**src/rtl/rv_bus_pkg.sv**
```systemverilog
`default_nettype none
// ============================================================================
// Module   : rv_bus_pkg
// Purpose  : Shared types and constants for the RV32 bus sequencer.
//            Holds the sequencer state encoding, the trap cause codes and
//            the NOP instruction that Instr holds out of reset.
// Revision : 1.0 - initial release
// ============================================================================
package rv_bus_pkg;

  typedef enum logic [2:0] {
    FETCH = 3'd0,
    EXEC  = 3'd1,
    DATA  = 3'd2,
    WB    = 3'd3,
    HALT  = 3'd4
  } state_t;

  localparam logic [1:0] FC_NONE     = 2'd0;
  localparam logic [1:0] FC_BUSERR   = 2'd1;
  localparam logic [1:0] FC_TIMEOUT  = 2'd2;
  localparam logic [1:0] FC_MISALIGN = 2'd3;

  // addi x0, x0, 0
  localparam logic [31:0] NOP_INSTR = 32'h0000_0013;

endpackage : rv_bus_pkg
`default_nettype wire

```
**src/rtl/rv_bus_timeout.sv**
```systemverilog
`default_nettype none
// ============================================================================
// Module   : rv_bus_timeout
// Purpose  : Wait-state counter for one bus request. expired is high in the
//            last wait cycle the sequencer is allowed to spend on a request,
//            so the trap is taken on the edge that ends the
//            TIMEOUT_CYCLES-th wait cycle.
// Ports    : clk, reset   - clock, asynchronous active-high reset
//            start        - clear the counter (no request in flight)
//            waiting      - request pending with neither ack nor error
//            expired      - wait budget used up in this cycle
// Revision : 1.0 - initial release
// ============================================================================
module rv_bus_timeout #(
  parameter int TIMEOUT_CYCLES = 16
) (
  input  logic clk,
  input  logic reset,
  input  logic start,
  input  logic waiting,
  output logic expired
);

  generate
    if (TIMEOUT_CYCLES == 0) begin : g_disabled
      // Timeout switched off: nothing to count.
      logic w_unused;
      assign w_unused = &{1'b0, clk, reset, start, waiting};
      assign expired  = 1'b0;
    end else begin : g_enabled
      localparam int CW = (TIMEOUT_CYCLES > 1) ? $clog2(TIMEOUT_CYCLES) : 1;

      logic [CW-1:0] r_cnt;

      always_ff @(posedge clk or posedge reset) begin
        if (reset) begin
          r_cnt <= '0;
        end else if (start) begin
          r_cnt <= '0;
        end else if (waiting) begin
          r_cnt <= r_cnt + CW'(1);
        end
      end

      // r_cnt holds the number of wait cycles already spent, so this cycle is
      // the TIMEOUT_CYCLES-th one when the count equals TIMEOUT_CYCLES-1.
      assign expired = waiting && (r_cnt == CW'(TIMEOUT_CYCLES - 1));
    end
  endgenerate

endmodule : rv_bus_timeout
`default_nettype wire

```
**src/rtl/rv_bus_sequencer.sv**
```systemverilog
`default_nettype none
// ============================================================================
// Module   : rv_bus_sequencer
// Purpose  : Multi-cycle sequencer that runs the single-cycle RV32 datapath
//            against one shared req/ack memory bus. Fetches an instruction,
//            holds it for decode, performs at most one load/store, then
//            pulses CoreEn to commit. Traps (sticky) on bus error, timeout
//            or misaligned fetch.
// Ports    : clk, reset                   - clock, async active-high reset
//            PC, MemRead, MemWrite,
//            ALUResult, WriteData, ByteEn - datapath/controller side
//            Instr, ReadData, CoreEn      - back to the datapath
//            bus_*                        - memory request/response bus
//            fault, fault_cause,
//            fault_addr, instret          - status
// Revision : 1.0 - initial release
// ============================================================================
module rv_bus_sequencer
  import rv_bus_pkg::*;
#(
  parameter int XLEN           = 32,
  parameter int TIMEOUT_CYCLES = 16,
  parameter int CNT_W          = 64
) (
  input  logic                clk,
  input  logic                reset,
  input  logic [XLEN-1:0]     PC,
  input  logic                MemRead,
  input  logic                MemWrite,
  input  logic [XLEN-1:0]     ALUResult,
  input  logic [XLEN-1:0]     WriteData,
  input  logic [XLEN/8-1:0]   ByteEn,
  output logic [XLEN-1:0]     Instr,
  output logic [XLEN-1:0]     ReadData,
  output logic                CoreEn,
  output logic                bus_req,
  output logic                bus_we,
  output logic [XLEN-1:0]     bus_addr,
  output logic [XLEN-1:0]     bus_wdata,
  output logic [XLEN/8-1:0]   bus_be,
  input  logic                bus_ack,
  input  logic                bus_err,
  input  logic [XLEN-1:0]     bus_rdata,
  output logic                fault,
  output logic [1:0]          fault_cause,
  output logic [XLEN-1:0]     fault_addr,
  output logic [CNT_W-1:0]    instret
);

  localparam int BW = XLEN / 8;

  state_t           r_state;
  logic [XLEN-1:0]  r_instr;
  logic [XLEN-1:0]  r_rdata;
  logic [CNT_W-1:0] r_instret;
  logic             r_fault;
  logic [1:0]       r_cause;
  logic [XLEN-1:0]  r_faddr;

  logic             w_mem_op;
  logic             w_misalign;
  logic             w_req;
  logic             w_store;
  logic [XLEN-1:0]  w_addr;
  logic             w_ack;
  logic             w_err;
  logic             w_wait;
  logic             w_expired;
  logic             w_trap;
  logic [1:0]       w_trap_cause;

  assign w_mem_op   = MemRead | MemWrite;
  assign w_misalign = |PC[1:0];

  // Request is a pure decode of the registered state. PC and ALUResult are
  // held steady by the datapath while CoreEn is low, so the address stays
  // stable for the whole request. Reset gates it so an aborted request drops
  // immediately rather than on the next edge.
  assign w_req   = !reset && (((r_state == FETCH) && !w_misalign) || (r_state == DATA));
  assign w_store = (r_state == DATA) && MemWrite;
  assign w_addr  = (r_state == DATA) ? ALUResult : PC;

  // Responses only count while a request is out; error beats ack.
  assign w_err  = w_req && bus_err;
  assign w_ack  = w_req && bus_ack && !bus_err;
  assign w_wait = w_req && !bus_ack && !bus_err;

  rv_bus_timeout #(
    .TIMEOUT_CYCLES(TIMEOUT_CYCLES)
  ) u_timeout (
    .clk    (clk),
    .reset  (reset),
    .start  (!w_req),
    .waiting(w_wait),
    .expired(w_expired)
  );

  always_comb begin
    w_trap       = 1'b0;
    w_trap_cause = FC_NONE;
    if ((r_state == FETCH) && w_misalign) begin
      w_trap       = 1'b1;
      w_trap_cause = FC_MISALIGN;
    end else if (w_err) begin
      w_trap       = 1'b1;
      w_trap_cause = FC_BUSERR;
    end else if (w_expired) begin
      w_trap       = 1'b1;
      w_trap_cause = FC_TIMEOUT;
    end
  end

  always_ff @(posedge clk or posedge reset) begin
    if (reset) begin
      r_state   <= FETCH;
      r_instr   <= XLEN'(NOP_INSTR);
      r_rdata   <= '0;
      r_instret <= '0;
      r_fault   <= 1'b0;
      r_cause   <= FC_NONE;
      r_faddr   <= '0;
    end else if (w_trap) begin
      r_state <= HALT;
      r_fault <= 1'b1;
      r_cause <= w_trap_cause;
      r_faddr <= w_addr;
    end else begin
      case (r_state)
        FETCH: begin
          if (w_ack) begin
            r_instr <= bus_rdata;
            r_state <= EXEC;
          end
        end
        EXEC: begin
          if (w_mem_op) begin
            r_state <= DATA;
          end else begin
            r_instret <= r_instret + CNT_W'(1);
            r_state   <= FETCH;
          end
        end
        DATA: begin
          if (w_ack) begin
            if (!MemWrite) r_rdata <= bus_rdata;
            r_state <= WB;
          end
        end
        WB: begin
          r_instret <= r_instret + CNT_W'(1);
          r_state   <= FETCH;
        end
        HALT:    r_state <= HALT;
        default: r_state <= HALT;
      endcase
    end
  end

  // Commit depends on the decode of the instruction held in Instr during
  // EXEC, so it is a decode of state plus MemRead/MemWrite.
  assign CoreEn = !reset && (((r_state == EXEC) && !w_mem_op) || (r_state == WB));

  assign bus_req   = w_req;
  assign bus_we    = w_req && w_store;
  assign bus_addr  = w_req ? w_addr : '0;
  assign bus_wdata = (w_req && w_store) ? WriteData : '0;
  assign bus_be    = !w_req ? '0 : (w_store ? ByteEn : {BW{1'b1}});

  assign Instr       = r_instr;
  assign ReadData    = r_rdata;
  assign fault       = r_fault;
  assign fault_cause = r_cause;
  assign fault_addr  = r_faddr;
  assign instret     = r_instret;

endmodule : rv_bus_sequencer
`default_nettype wire

```
**config.mk**
```make
export PLATFORM = sky130hd
export DESIGN_NAME = rv_bus_sequencer
export DESIGN_NICKNAME = d
export VERILOG_FILES = /design/src/rtl/rv_bus_pkg.sv /design/src/rtl/rv_bus_timeout.sv /design/src/rtl/rv_bus_sequencer.sv
export SDC_FILE = /design/constraint.sdc
export NUM_CORES = 1
export LEC_CHECK = 0
export ABC_AREA = 1
export BUFFER_PORTS_ARGS = -buffer_cell sky130_fd_sc_hd__buf_2
export CAP_MARGIN = 20
export CORE_MARGIN = 2
export CORE_UTILIZATION = 41
export DETAILED_ROUTE_END_ITERATION = 8
export GPL_ROUTABILITY_DRIVEN = 0
export PLACE_DENSITY = 0.75
export SYNTH_ARGS = -nofsm -noshare
export SYNTH_HDL_FRONTEND = slang
export SYNTH_SLANG_ARGS = --single-unit
export TNS_END_PERCENT = 100
```
**constraint.sdc**
```tcl
create_clock -name clk -period 7 [get_ports clk]
set_clock_uncertainty 0.2 [all_clocks]
set_input_delay 0.35 -clock clk [delete_from_list [all_inputs] [get_ports clk]]
set_output_delay 0.35 -clock clk [all_outputs]
set_load 0.1 [all_outputs]
```
==> impl_metrics.tcl <==
set metrics [dict create \
    path_delay_family "buffers and inverters" \
    detail_route.wl_per_cell_um 15.40 \
    cp.depth 10 \
    p_leak_nw 6.744 \
    drive_above_1_share 0.2871 \
    drt-total-wl_um 28890 \
    die_area_um2 22760 \
    whs_endpoint "fault_addr[0]" \
    antenna_found_initial 9 \
    grt-ovfl-total 0 \
    synth_flop_cell "dfrtp_1" \
    setup_slack_ns 2.929 \
    seqPwrFrac 0.482 \
    tns_ns 0 \
    slowest_delay_ns 0.54 \
    crit_path_end_kind "output port" \
    timing.final.crit_share 0.5816 \
    synth.yosys.seq_area_share 0.4814 \
    maxCapViolations 0 \
    pre_cts_slack_ns 3.181 \
    setup_viol 0 \
    multiInputGateArea_um2 3822 \
    core_um2 21090 \
    grt_setup_unrepaired "no" \
    syn_area_um2 8845 \
    cp.required_ns 6.45 \
    hold_start "ALUResult[0]" \
    nets 1722 \
    area_delta_synth_final_pct 34.25 \
    clock.fmax_mhz 245.6 \
    worstHoldPathType "in -> reg" \
    ff2ff_setup_slack_ns 4.23 \
    crit_chain "dlygate4sd3_1 > buf_2 > clkinvlp_4 > buf_4 > nand2_1 > a21oi_4 > nand2_1 > buf_16 > nor2_1 > buf_2" \
    p_int_mw 1.516 \
    switchingPower_uw 519.8 \
    critical-path-slowest-cell "dlygate4sd3_1" \
    grt_max_degree 74 \
    root_buffer "clkbuf_16" \
    numCtsBuffers 17 \
    io_buffers 371 \
    rows 53 \
    drc 0 \
    syn_area_per_cell_um2 7.420 \
    vdd_drop_max_mv 0.1513 \
    reg2reg_to "instret[27]" \
    nFillCells 1979 \
    final.min_clock_period_ns 4.071 \
    cp.arrival_ns 3.52 \
    path_max_fanout 55 \
    switching_share 0.2554 \
    final_core_util 0.5631 \
    crit_start "reset" \
    synth_seq_cells 170 \
    hold_viol 0 \
    initial_core_util 0.4194 \
    synth-async-reset-ratio 1.000 \
    place_area_um2 10900 \
    grt_usage 0.2516 \
    synthCells 1192 \
    num_vias 9120 \
    io_pins 372 \
    cts_sinks 170 \
    design_area_um2 11870 \
    grt_pass1_wl_um 44430 \
    register_area_um2 4258 \
    clock_power_share 0.464 \
    status "finished, final reports clean" \
    path_clk_slew_ns 0.08 \
    yosysUniqueCellTypes 34 \
    dr.pass1.iters 5 \
    r2r_cells 8 \
    cts_tree "built" \
    fp.dieH_um 150.9 \
    power_density_nw_per_um2 171.4 \
    dp_hpwl_um 21670 \
    drv_slew 0 \
    power_mw 2.035 \
    htreeDepth 4 \
    drt_iter0_drc 638 \
    yosys_warnings 0 \
    ant_nets 0 \
    min_delay_path_depth 5 \
    crit_type "in -> out" \
    start_kind "input pin" \
    power.share.combinational 0.054 \
    synth_edf_count 0 \
    critPathBufInv 6 \
    timing.rr.start "r_state[1]" \
    clock_path_buffers 2 \
    timing.slew.headroom 0.3713 \
    insertion_delay_ns 0.43 \
    grt_pass1_vias 8510 \
    syn_nets 1332 \
    viasPerCell 4.861 \
    die_w_um 150.9 \
    tightestPinTransition_ns 0.9430 \
]
-- through the flow --
stage / instances / hold WS [ns]
6_report: 1876 / 0.07228
5_1_grt: 1872 / 0.07539
4_1_cts: 1869 / 0.06164
3_5_place_dp: 1804 / 0.2590
3_3_place_gp: 1804 / 0.2538
2_1_floorplan: 1192 / 0.2640
-- final cells by class --
type / count / share of cell area
well taps: 275 / 0.02898
diodes: 6 / 0.001264
clock buffers: 17 / 0.03583
clock inverters: 15 / 0.01454
repair buffers: 411 / 0.1903
inverters: 152 / 0.04858
flip-flops and latches: 170 / 0.3586
multi-input cells: 830 / 0.3219
-- cell usage in the layout (no fill, tap or decap), types with 10 or more instances in the layout --
master         netlist  layout
buf_2               17     371
clkbuf_16            0      17
dfrtp_1            167     167
dlygate4sd3_1        0      33
inv_1              150     149
nand2_1            348     348
nand3_1             60      60
nand3b_1            10      10
nand4_1             14      14
nor2_1             188     188
o21ai_0             83      83
o21ai_1             30      30
or2_2               31      31
xnor2_1             20      20
xor2_1              21      21
-- worst min-delay path, delay by kind of cell --
| kind | cells | cell delay, ns |
|---|---|---|
| and+or+nand+nor | 2 | 0.09 |
| buffers and inverters | 2 | 0.14 |
| AOI/OAI and AO/OA | 1 | 0.09 |
-- synthesized netlist by cell type, types with 2 or more instances --
cell      number  area, um2
buf_2         17      85.08
or2_2         31      193.9
clkbuf_1      15      56.30
nand2_1      348       1306
nor2b_1        2      12.51
buf_6          3      33.78
o21ai_1       30      150.1
nor2_1       188      705.7
nor3_1         6      30.03
o21ai_0       83      415.4
nand3b_1      10      75.07
nor2_2         2      12.51
nand4_1       14      87.58
nand3_1       60      300.3
xnor2_1       20      175.2
inv_1        150      563.0
buf_1          3      11.26
and2_1         2      12.51
nand2_4        4      45.04
dfstp_2        3      78.83
xor2_1        21      183.9
dfrtp_1      167       4179
ha_1           2      25.02
-- routing by layer --
layer  global-route usage  share of wire
met5                    0         0.0012
met4              0.08925          0.025
met3              0.07470          0.086
met2               0.4207           0.49
met1               0.3100           0.40
-- cell families (layout without fill, tap and decap cells) --
family          after synthesis  after routing  synth area share
flops                       170            170            0.4814
compound gates              115            115           0.06635
simple gates                672            672            0.3215
other cells                   0              6                 0
xor+xnor                     41             41           0.04060
buf+inv                     192            595           0.08728
fa+ha+maj                     2              2          0.002829
-- worst max path at each step --
stage,slack [ns],endpoint
6_report,2.93,bus_wdata[15]
3_3_place_gp,3.31,bus_wdata[25]
2_1_floorplan,1.43,bus_wdata[22]
5_1_grt,2.69,bus_wdata[5]
4_1_cts,2.62,bus_wdata[28]
3_5_place_dp,3.18,bus_wdata[28]
-- power by group through the flow --
stage          clock [mW]  combinational (mW)  sequential, mW
4_1_cts             0.960               0.111           0.981
5_1_grt             0.994               0.124           0.981
3_3_place_gp            0              0.0953            1.00
3_5_place_dp            0              0.0956            1.00
2_1_floorplan           0              0.0401            1.00
6_report            0.944               0.110           0.981
-- sequential cells by signal, summed over array words and instances (netlist names) --
register / count
instret: 64
fault_addr: 32
fault_cause: 2
ReadData: 32
r_state: 3
u_timeout.g_enabled.r_cnt: 4
fault: 1
Instr: 32
-- timing repair --
item                                   in CTS  in global routing
endpoints found under the hold margin     109                  0
setup endpoints to repair                   0                  0
gates resized for setup                     0                  0
buffers inserted                            0                  0
hold buffers                               33                  0
Note: power is estimated with default switching activity, not from simulation.
